===== config.mk =====
export PLATFORM = sky130hd
export DESIGN_NAME = bus_arbiter
export DESIGN_NICKNAME = d
export VERILOG_FILES = /design/src/rtl/bus_pkg.sv /design/src/rtl/bus_addr_decode.sv /design/src/rtl/bus_arbiter.sv
export SDC_FILE = /design/constraint.sdc
export NUM_CORES = 1
export LEC_CHECK = 0
export ABC_AREA = 1
export ABC_CLOCK_PERIOD_IN_PS = 2200
export BUFFER_PORTS_ARGS = -buffer_cell sky130_fd_sc_hd__buf_2
export CAP_MARGIN = 30
export CORE_AREA = 2 2 123 125
export CTS_CLUSTER_SIZE = 30
export DETAILED_ROUTE_END_ITERATION = 16
export DIE_AREA = 0 0 125 127
export PLACE_DENSITY = 0.75
export SLEW_MARGIN = 20
export SYNTH_ARGS = -nofsm -noshare
export SYNTH_HDL_FRONTEND = slang
export SYNTH_SLANG_ARGS = --single-unit

===== constraint.sdc =====
create_clock -name clk -period 2.2 [get_ports clk]
set_clock_uncertainty 0.15 [all_clocks]
set_input_delay 0.33 -clock clk [delete_from_list [all_inputs] [get_ports clk]]
set_output_delay 0.33 -clock clk [all_outputs]
set_load 0.01 [all_outputs]

===== src/rtl/bus_pkg.sv =====
// rtl/bus_pkg.sv - shared address map, slave selects, FSM encoding and timeout limit
package bus_pkg;

  typedef enum logic [1:0] {
    ST_IDLE = 2'd0,
    ST_BUSY = 2'd1,
    ST_RESP = 2'd2
  } state_e;

  localparam logic [31:0] DM_LO     = 32'h0000_0000;
  localparam logic [31:0] DM_HI     = 32'h0000_2FFF;
  localparam logic [31:0] TIMER_LO  = 32'h0000_7F00;
  localparam logic [31:0] TIMER_HI  = 32'h0000_7F0B;
  localparam logic [31:0] UART_LO   = 32'h0000_7F10;
  localparam logic [31:0] UART_HI   = 32'h0000_7F2B;
  localparam logic [31:0] SWITCH_LO = 32'h0000_7F2C;
  localparam logic [31:0] SWITCH_HI = 32'h0000_7F33;
  localparam logic [31:0] LED_LO    = 32'h0000_7F34;
  localparam logic [31:0] LED_HI    = 32'h0000_7F37;
  localparam logic [31:0] DIG_LO    = 32'h0000_7F38;
  localparam logic [31:0] DIG_HI    = 32'h0000_7F3F;
  localparam logic [31:0] BUTTON_LO = 32'h0000_7F40;
  localparam logic [31:0] BUTTON_HI = 32'h0000_7F43;

  // s_sel bit order is {BUTTON, DIG, LED, SWITCH, UART, TIMER, DM}
  localparam logic [6:0] SEL_NONE   = 7'b000_0000;
  localparam logic [6:0] SEL_DM     = 7'b000_0001;
  localparam logic [6:0] SEL_TIMER  = 7'b000_0010;
  localparam logic [6:0] SEL_UART   = 7'b000_0100;
  localparam logic [6:0] SEL_SWITCH = 7'b000_1000;
  localparam logic [6:0] SEL_LED    = 7'b001_0000;
  localparam logic [6:0] SEL_DIG    = 7'b010_0000;
  localparam logic [6:0] SEL_BUTTON = 7'b100_0000;

  localparam logic [7:0] TIMEOUT_LIMIT = 8'd255;

  function automatic logic in_range(input logic [31:0] a, input logic [31:0] lo,
                                    input logic [31:0] hi);
    return (a >= lo) && (a <= hi);
  endfunction

endpackage


===== src/rtl/bus_addr_decode.sv =====
// rtl/bus_addr_decode.sv - combinational slave decode and access legality check
module bus_addr_decode
  import bus_pkg::*;
(
  input  logic [31:0] addr_i,
  input  logic [3:0]  be_i,
  input  logic        we_i,
  output logic [6:0]  sel_o,
  output logic        err_o
);

  logic align_ok;

  always_comb begin
    sel_o = SEL_NONE;
    if (in_range(addr_i, DM_LO, DM_HI))               sel_o = SEL_DM;
    else if (in_range(addr_i, TIMER_LO, TIMER_HI))    sel_o = SEL_TIMER;
    else if (in_range(addr_i, UART_LO, UART_HI))      sel_o = SEL_UART;
    else if (in_range(addr_i, SWITCH_LO, SWITCH_HI))  sel_o = SEL_SWITCH;
    else if (in_range(addr_i, LED_LO, LED_HI))        sel_o = SEL_LED;
    else if (in_range(addr_i, DIG_LO, DIG_HI))        sel_o = SEL_DIG;
    else if (in_range(addr_i, BUTTON_LO, BUTTON_HI))  sel_o = SEL_BUTTON;
  end

  // Only naturally aligned byte/half/word lane patterns are legal; be=0000 falls to default.
  always_comb begin
    align_ok = 1'b0;
    case (be_i)
      4'b0001: align_ok = (addr_i[1:0] == 2'd0);
      4'b0010: align_ok = (addr_i[1:0] == 2'd1);
      4'b0100: align_ok = (addr_i[1:0] == 2'd2);
      4'b1000: align_ok = (addr_i[1:0] == 2'd3);
      4'b0011: align_ok = (addr_i[1:0] == 2'd0);
      4'b1100: align_ok = (addr_i[1:0] == 2'd2);
      4'b1111: align_ok = (addr_i[1:0] == 2'd0);
      default: align_ok = 1'b0;
    endcase
  end

  assign err_o = (sel_o == SEL_NONE) || !align_ok ||
                 (we_i && (sel_o != SEL_DM) && (be_i != 4'b1111));

endmodule


===== src/rtl/bus_arbiter.sv =====
// rtl/bus_arbiter.sv - two-master round-robin bus arbiter; BUS_TIMEOUT_EN adds a BUSY timeout
module bus_arbiter
  import bus_pkg::*;
(
  input  logic        clk,
  input  logic        reset_n,
  input  logic        m0_req,
  input  logic [31:0] m0_addr,
  input  logic [31:0] m0_wdata,
  input  logic [3:0]  m0_be,
  input  logic        m0_we,
  output logic        m0_ack,
  output logic        m0_err,
  output logic [31:0] m0_rdata,
  input  logic        m1_req,
  input  logic [31:0] m1_addr,
  input  logic [31:0] m1_wdata,
  input  logic [3:0]  m1_be,
  input  logic        m1_we,
  output logic        m1_ack,
  output logic        m1_err,
  output logic [31:0] m1_rdata,
  output logic        s_valid,
  output logic [6:0]  s_sel,
  output logic [31:0] s_addr,
  output logic [31:0] s_wdata,
  output logic [3:0]  s_be,
  output logic        s_we,
  input  logic [31:0] s_rdata,
  input  logic        s_ready
);

  state_e      state_q, state_d;
  logic        gnt_q, gnt_d;      // 1 = m1 owns the current access
  logic        last_q, last_d;    // 1 = m1 won the previous grant
  logic        err_q, err_d;
  logic        ack_q, ack_d;
  logic [31:0] rdata_q, rdata_d;
  logic        s_valid_q, s_valid_d;
  logic [6:0]  s_sel_q, s_sel_d;
  logic [31:0] s_addr_q, s_addr_d;
  logic [31:0] s_wdata_q, s_wdata_d;
  logic [3:0]  s_be_q, s_be_d;
  logic        s_we_q, s_we_d;
`ifdef BUS_TIMEOUT_EN
  logic [7:0]  tmo_q, tmo_d;
`endif

  logic        pick_m1;
  logic [31:0] req_addr;
  logic [3:0]  req_be;
  logic        req_we;
  logic [6:0]  dec_sel;
  logic        dec_err;

  // On a tie the master that did not win last time gets the bus.
  assign pick_m1  = m1_req && (!m0_req || !last_q);
  assign req_addr = pick_m1 ? m1_addr : m0_addr;
  assign req_be   = pick_m1 ? m1_be   : m0_be;
  assign req_we   = pick_m1 ? m1_we   : m0_we;

  bus_addr_decode u_decode (
    .addr_i (req_addr),
    .be_i   (req_be),
    .we_i   (req_we),
    .sel_o  (dec_sel),
    .err_o  (dec_err)
  );

  always_comb begin
    state_d   = state_q;
    gnt_d     = gnt_q;
    last_d    = last_q;
    err_d     = err_q;
    ack_d     = 1'b0;
    rdata_d   = rdata_q;
    s_valid_d = s_valid_q;
    s_sel_d   = s_sel_q;
    s_addr_d  = s_addr_q;
    s_wdata_d = s_wdata_q;
    s_be_d    = s_be_q;
    s_we_d    = s_we_q;
`ifdef BUS_TIMEOUT_EN
    tmo_d     = tmo_q;
`endif
    case (state_q)
      ST_IDLE: begin
        if (m0_req || m1_req) begin
          gnt_d     = pick_m1;
          last_d    = pick_m1;
          s_addr_d  = req_addr;
          s_wdata_d = pick_m1 ? m1_wdata : m0_wdata;
          s_be_d    = req_be;
          s_we_d    = req_we;
          err_d     = dec_err;
          rdata_d   = '0;
          if (dec_err) begin
            ack_d   = 1'b1;
            state_d = ST_RESP;
          end else begin
            s_valid_d = 1'b1;
            s_sel_d   = dec_sel;
            state_d   = ST_BUSY;
`ifdef BUS_TIMEOUT_EN
            tmo_d     = '0;
`endif
          end
        end
      end
      ST_BUSY: begin
        if (s_ready) begin
          rdata_d   = s_we_q ? 32'd0 : s_rdata;
          s_valid_d = 1'b0;
          s_sel_d   = SEL_NONE;
          ack_d     = 1'b1;
          state_d   = ST_RESP;
        end
`ifdef BUS_TIMEOUT_EN
        else if (tmo_q == TIMEOUT_LIMIT - 8'd1) begin
          rdata_d   = '0;
          err_d     = 1'b1;
          s_valid_d = 1'b0;
          s_sel_d   = SEL_NONE;
          ack_d     = 1'b1;
          state_d   = ST_RESP;
        end else begin
          tmo_d = tmo_q + 8'd1;
        end
`endif
      end
      ST_RESP: state_d = ST_IDLE;
      default: state_d = ST_IDLE;
    endcase
  end

  always_ff @(posedge clk) begin
    if (!reset_n) begin
      state_q   <= ST_IDLE;
      gnt_q     <= 1'b0;
      last_q    <= 1'b1;
      err_q     <= 1'b0;
      ack_q     <= 1'b0;
      rdata_q   <= '0;
      s_valid_q <= 1'b0;
      s_sel_q   <= SEL_NONE;
      s_addr_q  <= '0;
      s_wdata_q <= '0;
      s_be_q    <= '0;
      s_we_q    <= 1'b0;
`ifdef BUS_TIMEOUT_EN
      tmo_q     <= '0;
`endif
    end else begin
      state_q   <= state_d;
      gnt_q     <= gnt_d;
      last_q    <= last_d;
      err_q     <= err_d;
      ack_q     <= ack_d;
      rdata_q   <= rdata_d;
      s_valid_q <= s_valid_d;
      s_sel_q   <= s_sel_d;
      s_addr_q  <= s_addr_d;
      s_wdata_q <= s_wdata_d;
      s_be_q    <= s_be_d;
      s_we_q    <= s_we_d;
`ifdef BUS_TIMEOUT_EN
      tmo_q     <= tmo_d;
`endif
    end
  end

  assign m0_ack   = ack_q && !gnt_q;
  assign m1_ack   = ack_q && gnt_q;
  assign m0_err   = m0_ack && err_q;
  assign m1_err   = m1_ack && err_q;
  assign m0_rdata = m0_ack ? rdata_q : 32'd0;
  assign m1_rdata = m1_ack ? rdata_q : 32'd0;
  assign s_valid  = s_valid_q;
  assign s_sel    = s_sel_q;
  assign s_addr   = s_addr_q;
  assign s_wdata  = s_wdata_q;
  assign s_be     = s_be_q;
  assign s_we     = s_we_q;

endmodule


[After elaboration in Yosys (flattened, before gate mapping)]
Cells that the tools add are included.
Storage, ports and cells
  register bits after elaboration: 115
  input bits: 175
  output and inout port bits: 145
Operators by class
  reduce and logical (&&, ||, !) cells: 32
  equal/unequal tests: 16
  multiplexer cells: 34
  $lt $le $gt $ge: 14
Operator list (number)
  $mux 32: 7
  $ge 32x15->1 const B: 6
  $le 32x15->1 const B: 6
  $mux 7: 10
  $pmux 32 s2: 1
  $ge 32x1->1 const B: 1
  $le 32x14->1 const B: 1
  $logic_and 1x1->1: 14
  $pmux 7 s2: 1
  $eq 4x4->1 const B: 3
  $eq 4x2->1 const B: 2
  $logic_not 7->1: 1
  $mux 1: 7
  $ne 7x1->1 const B: 1
  $mux 2: 3
  $ne 2x2->1 const B: 3
  $eq 2x1->1 const B: 2
  $eq 2x2->1 const B: 2
  $eq 4x1->1 const B: 1
  $eq 4x3->1 const B: 1
  $logic_not 1->1: 4
  $logic_not 2->1: 2
  $logic_or 1x1->1: 4
  $mux 4: 1
  other kinds (10): 12

[Logic depth before layout (Yosys ltp)]
  word-level depth: 20
  depth in mapped cells: 21
  mapped depth without buffers: 20

[Cells and area by module]
Synthesis repeated with hierarchy kept, for this count alone.
Unflattened totals
  cells, all modules: 1006
  area total of the unflattened synthesis: 6054.6 sq um
By module, submodules not included
  bus_arbiter: area an instance 5491.5 sq um, instances 1, cells an instance 894, sequential area each 2302.2 sq um
  bus_addr_decode: area an instance 563.0 sq um, instances 1, cells an instance 112, sequential area each 0.0 sq um

[Worst setup path after synthesis]
OpenSTA, ideal clock, no wires.
  path type: input to register
  start: in m0_req
  end: reg s_sel_q[0], in the netlist s_sel[0]
  arrival time: 1963 ps
  setup slack: -46 ps
  buffers on the path: 2
  cell stages on the path: 20
  setup time: 132 ps
  cell sequence: nand2_1 nand2_1 buf_6 buf_8 o21ai_1 inv_1 nand2_1 nand2_1 nor2_1 nand3_1 nand2_1 nand2_1 nand2_1 inv_1 nand2_1 nand3_2 nand2_4 nand2_4 nand2_1 a21oi_1
On the way
  longest elaborated chain between the ends: 19
RTL lines
  from (decl): line bus_arbiter.sv:7  | input logic m0_req,
  $logic_not 1->1: line bus_arbiter.sv:57  | assign pick_m1 = m1_req && (!m0_req || !last_q);
  $logic_or 1x1->1: line bus_arbiter.sv:57
  $logic_and 1x1->1: line bus_arbiter.sv:57
  $mux 32: line bus_arbiter.sv:58  | assign req_addr = pick_m1 ? m1_addr : m0_addr;
  $ge 32x15->1 or $le 32x15->1 (tied branches): line bus_pkg.sv:39  | return (a >= lo) && (a <= hi);
  $logic_and 1x1->1: line bus_pkg.sv:39
  $mux 7: line bus_addr_decode.sv:22  | else if (in_range(addr_i, BUTTON_LO, BUTTON_HI)) sel_o = SEL_BUTTON;
  $mux 7: line bus_addr_decode.sv:21  | else if (in_range(addr_i, DIG_LO, DIG_HI)) sel_o = SEL_DIG;
  [2 not listed]
  $mux 7: line bus_addr_decode.sv:18  | else if (in_range(addr_i, UART_LO, UART_HI)) sel_o = SEL_UART;
  $mux 7: line bus_addr_decode.sv:17  | else if (in_range(addr_i, TIMER_LO, TIMER_HI)) sel_o = SEL_TIMER;
  $mux 7: line bus_addr_decode.sv:16  | if (in_range(addr_i, DM_LO, DM_HI)) sel_o = SEL_DM;
  $ne 7x1->1: line bus_addr_decode.sv:41  | (we_i && (sel_o != SEL_DM) && (be_i != 4'b1111));
  $logic_and 1x1->1 (2 in series): line bus_addr_decode.sv:41
  $logic_or 1x1->1: line bus_addr_decode.sv:40  | assign err_o = (sel_o == SEL_NONE) || !align_ok ||
  $ne 2x2->1 (no line)
  $reduce_and 4->1 (no line)
  to (signal assigned): line bus_arbiter.sv:161  | s_sel_q <= s_sel_d;
  to (decl): line bus_arbiter.sv:40  | logic [6:0] s_sel_q, s_sel_d;
Parallel ways exist; a longest one is shown, timed or not. The select of a mux whose other input is x is not followed.
A chain may end at the register's enable or synchronous reset.

[Final worst setup path]
  start: reg last_q
  end: reg s_sel_q[4], in the netlist s_sel[4]
On the way
  longest elaborated chain between the ends: 19
RTL lines
  from (decl): line bus_arbiter.sv:35  | logic last_q, last_d;
  from (signal assigned): line bus_arbiter.sv:156  | last_q <= last_d;
  $logic_not 1->1 *: line bus_arbiter.sv:57
  $logic_or 1x1->1 *: line bus_arbiter.sv:57
  $logic_and 1x1->1 *: line bus_arbiter.sv:57
  $mux 32: line bus_arbiter.sv:58
  $ge 32x15->1 or $le 32x15->1 (tied branches): line bus_pkg.sv:39
  $logic_and 1x1->1: line bus_pkg.sv:39
  $mux 7: line bus_addr_decode.sv:22
  $mux 7: line bus_addr_decode.sv:21
  [2 not listed]
  $mux 7: line bus_addr_decode.sv:18
  $mux 7: line bus_addr_decode.sv:17
  $mux 7: line bus_addr_decode.sv:16
  $ne 7x1->1: line bus_addr_decode.sv:41
  $logic_and 1x1->1 (2 in series): line bus_addr_decode.sv:41
  $logic_or 1x1->1: line bus_addr_decode.sv:40
  $ne 2x2->1 (no line)
  $reduce_and 4->1 (no line)
Every way passes the cells marked *; elsewhere a longest branch is shown, timed or not. The select of a mux whose other input is x is not followed.

==> run summary <==
In this run the standard cell core region covers 14,400 um^2. Of the total synthesized cell area, the portion taken by XOR and XNOR cells is 0%. The vias after detailed routing was 7,394. The tools report the number of remaining DRC errors as 0.

In this run the clock root is driven by a clkbuf_16. The fraction of the core area covered by cells at the end of the flow was 64.6%. The adder-cell share of the synthesized area is 0%, and the number of routed nets with antenna violations is 0.

The logs give 0.00643 W for the total power of the final layout and 5670 um^2 for the netlist area before placement. IR analysis of the VDD net gives a maximum drop of 0.551 mV. The initial antenna violation count was 1; the number of enable flip-flop cells after synthesis was 0.

For this run, the total global-route usage over all layers was measured as 27.1%. TritonCTS built the clock tree. For this design the ratio of total power to cell area is 690 nW/um^2. Category of the critical setup timing path: reg -> reg. The area added between synthesis and finish is 64.2%, and the worst slack at placement is -403 ps. Setup repair after global routing could not meet its margin everywhere. After clock tree synthesis, the flow added hold-fix buffers numbering 0. For this configuration, the core starts out at a cell density of 39.3%. The flow ran to the end, but the final reports show violations. The fraction of final layout cells with drive strength greater than 1 is 45.4%. The number of I/O port buffers works out to 319. Library cell occupying the most area in the post-synthesis netlist: dfxtp_1. The average instance area after synthesis works out to 6.82 um^2. For this run, the detailed router's first-pass iteration total came to 5. The register bit count reported by yosys is 115. The worst hold path belongs to the class in -> reg. The final worst-path setup slack was -476 ps. For this run, the top clock speed supported by timing is 0.374 GHz. Startpoint type of the worst setup path: a flip-flop. Summing all placed instances gives a cell area of 8000 um^2.

For this block, the initial DRC count from the detailed router was 474. The clock insertion delay at the later pin of the skew report was 400 ps. Summed over all layers, the global routing overflow is 0. Yosys printed 0 warnings. Sum of routed wire length over all layers: 22.5 mm.

Worst stage delay on the critical path: 360 ps. For this design, the slowest cell found on the critical path is dfxtp_4. After clock tree synthesis, the clock-pin slew on the worst setup and hold paths is 60 ps. The run gives 15,900 um^2 as the die area. Clock tree synthesis found a total of 115 sinks. The estimated wirelength of the detail-placed design came out at 14.9 mm. The maximum fanout along the worst path is 8. After Yosys synthesis, and, or, nand and nor cells account for 25.6% of the synthesized area.

The cell count of the worst reg-to-reg path is 17, and the final max-slew violation count is 0. Fraction of synthesized cell area taken by the top area cell type: 40.6%. The checks that failed: setup timing. Multiplexer share of the synthesized area: 0.530%.

Data arrives at the worst endpoint at 2800 ps. The number of fill cells in the layout is 1,209, and the number of top-level design ports is 320. The register area share after synthesis is 40.6%, and the static leakage is 4.78 nW. Via count of the first global-routing pass: 7,070. Traced cell by cell, the critical path runs through nand2_8 -> nand2_8 -> buf_16 -> o21ai_4 -> nand2_2 -> nor2_2 -> nand2_2 -> nor2_4 -> nand4_1 -> nand2_1 -> nor2_2 -> nand2_2 -> nand3_4 -> nand2_4 -> nand2_4 -> nand2_1 -> a21oi_1.

The width of the die is 125 um. The compound-cell area share of the yosys netlist was 22.8%; the final setup violation count was 15. STA classifies the critical path endpoint as a flip-flop.

After routing the design area is 9310 um^2. Counting distinct cell types in the post-synthesis netlist gives 35. The via-per-instance ratio works out to 5.11. The final layout net count is 1,426.

Among all flip-flop cells after synthesis, the most frequent one is dfxtp_1. The portion of the clock cycle consumed by the worst path in the final layout works out to 122%. The commonest cells after synthesis are nand2_1 (185), dfxtp_1 (115), nor2_1 (94), inv_1 (77), o21ai_0 (74). Entering global routing, the biggest net connects 72 pins.

The standard-cell row count is 44, and the headroom to the max-slew limit is 66.4%. After synthesis, the share of flip-flops with an asynchronous set or reset is 0%. Synthesis produced a netlist whose cell count is 831. Measured along the y axis, the die boundary spans 127 um.

The worst hold path passes through 3 cells. After synthesis, the largest family of logic cells by area is simple AND/OR/NAND/NOR gates. The first global-routing pass estimated 35.0 mm of wire.

The number of clock buffers added by TritonCTS is 17. Final hold violation count: 0. Across the run, the number of max-cap violations was 0.

The global placer's final weighted congestion was 0.899. By instance count, the cell type seen most on the critical path is nand2_2. The number of levels the H-tree was split into was 4; the required time at the endpoint of the critical path was 2320 ps. In the post-synthesis netlist, the biggest area contributors are dfxtp_1 (41%), nand2_1 (12%), o21ai_0 (6.5%). At the pin with the least slew margin, the transition time is 504 ps. The longest clock path from root to sink contains 2 buffers. After detailed routing, the average wire length per cell comes to 15.5 um.

The most common cell in the netlist is nand2_1. The number of nets in the synthesized netlist is 1,006. Counting I/O delays and the setup requirement, the final critical path takes 2680 ps.
-- report_power, final --
group | internal, W | switching, W | total [W]
clock network | 0.00154 | 0.000916 | 0.00245
logic | 0.000744 | 0.000872 | 0.00162
registers | 0.00227 | 0.0000858 | 0.00236
-- layout make-up --
type                            instances  area, um^2  share of cell area [%]
Multi-Input combinational cell        573        3050                    32.8
Clock buffer                           25         495                    5.32
Antenna cell                            1        2.50                  0.0269
Sequential cell                       115        2310                    24.8
Tap cell                              184         230                    2.47
Clock inverter                          5        27.5                   0.296
Inverter                               83         317                    3.40
Timing Repair Buffer                  461        2880                    31.0
-- worst max-delay path, delay by kind of cell (launching register included) --
kind,cells,cell delay (ps)
AND/OR/NAND/NOR,14,1630
AO/OA/AOI/OAI,2,250
buffers and inverters,1,160
flip-flops,1,360
-- metrics by stage --
step                      std cells  TNS (ps)  hold WS, ps
after floorplan                 831         0          308
after global placement         1354     -3410          301
after detailed placement       1354     -4360          310
after CTS                      1444     -4090         20.7
after global routing           1447     -8460         19.5
final                          1447     -6550         34.5
-- state kept, by name, summed over array words and instances (netlist names) --
register  flops
ack_q         1
last_q        1
state_q       2
rdata_q      32
s_addr       32
gnt_q         1
s_wdata      32
s_be          4
s_sel         7
err_q         1
s_we          1
s_valid       1
-- layer usage --
layer | share of wire [%] | up-vias | GRT usage, % | routed length, um
met4 | 3.8 | 0 | 14.1 | 851
met1 | 39 | 3303 | 30.4 | 8700
met2 | 49 | 432 | 47.2 | 11000
met3 | 8.6 | 76 | 7.29 | 1940
li1 | - | 3583 | - | -
met5 | 0 | - | 0 | 0
-- placed cells by master (no fill, tap or decap), types with 11 or more instances in the layout --
cell and instances:
a31oi_1 39, buf_4 123, buf_2 319, nand3b_1 21, nor2_1 83, nand3_1 22
dfxtp_1 114, nand2_1 148, nand2_2 31, buf_12 11, inv_1 73, o21ai_0 72
clkbuf_16 17, a211oi_1 32, a21oi_1 64
-- kinds of logic after synthesis --
family,after synthesis
buffers and inverters,143
AOI/OAI and AO/OA,229
DFF,115
and+or+nand+nor,341
muxes,3
-- timing repair --
item / CTS / global route
gates resized for setup: 48 / 32
endpoints found under the setup margin: 29 / 52
cloned: 3 / 0
setup buffers: 57 / 9
endpoints found under the hold margin: 0 / 0
pin swaps: 16 / 22
-- path summary, 6_finish.rpt --
check | startpoint | end | slack (ps)
min | m1_wdata[29] | s_wdata[29] | 30
max reg2reg | last_q | s_sel[4] | -480
max | last_q | s_sel[4] | -480
min reg2reg | s_sel[6] | s_sel[6] | 320
Power figures use the tool's default switching activity.
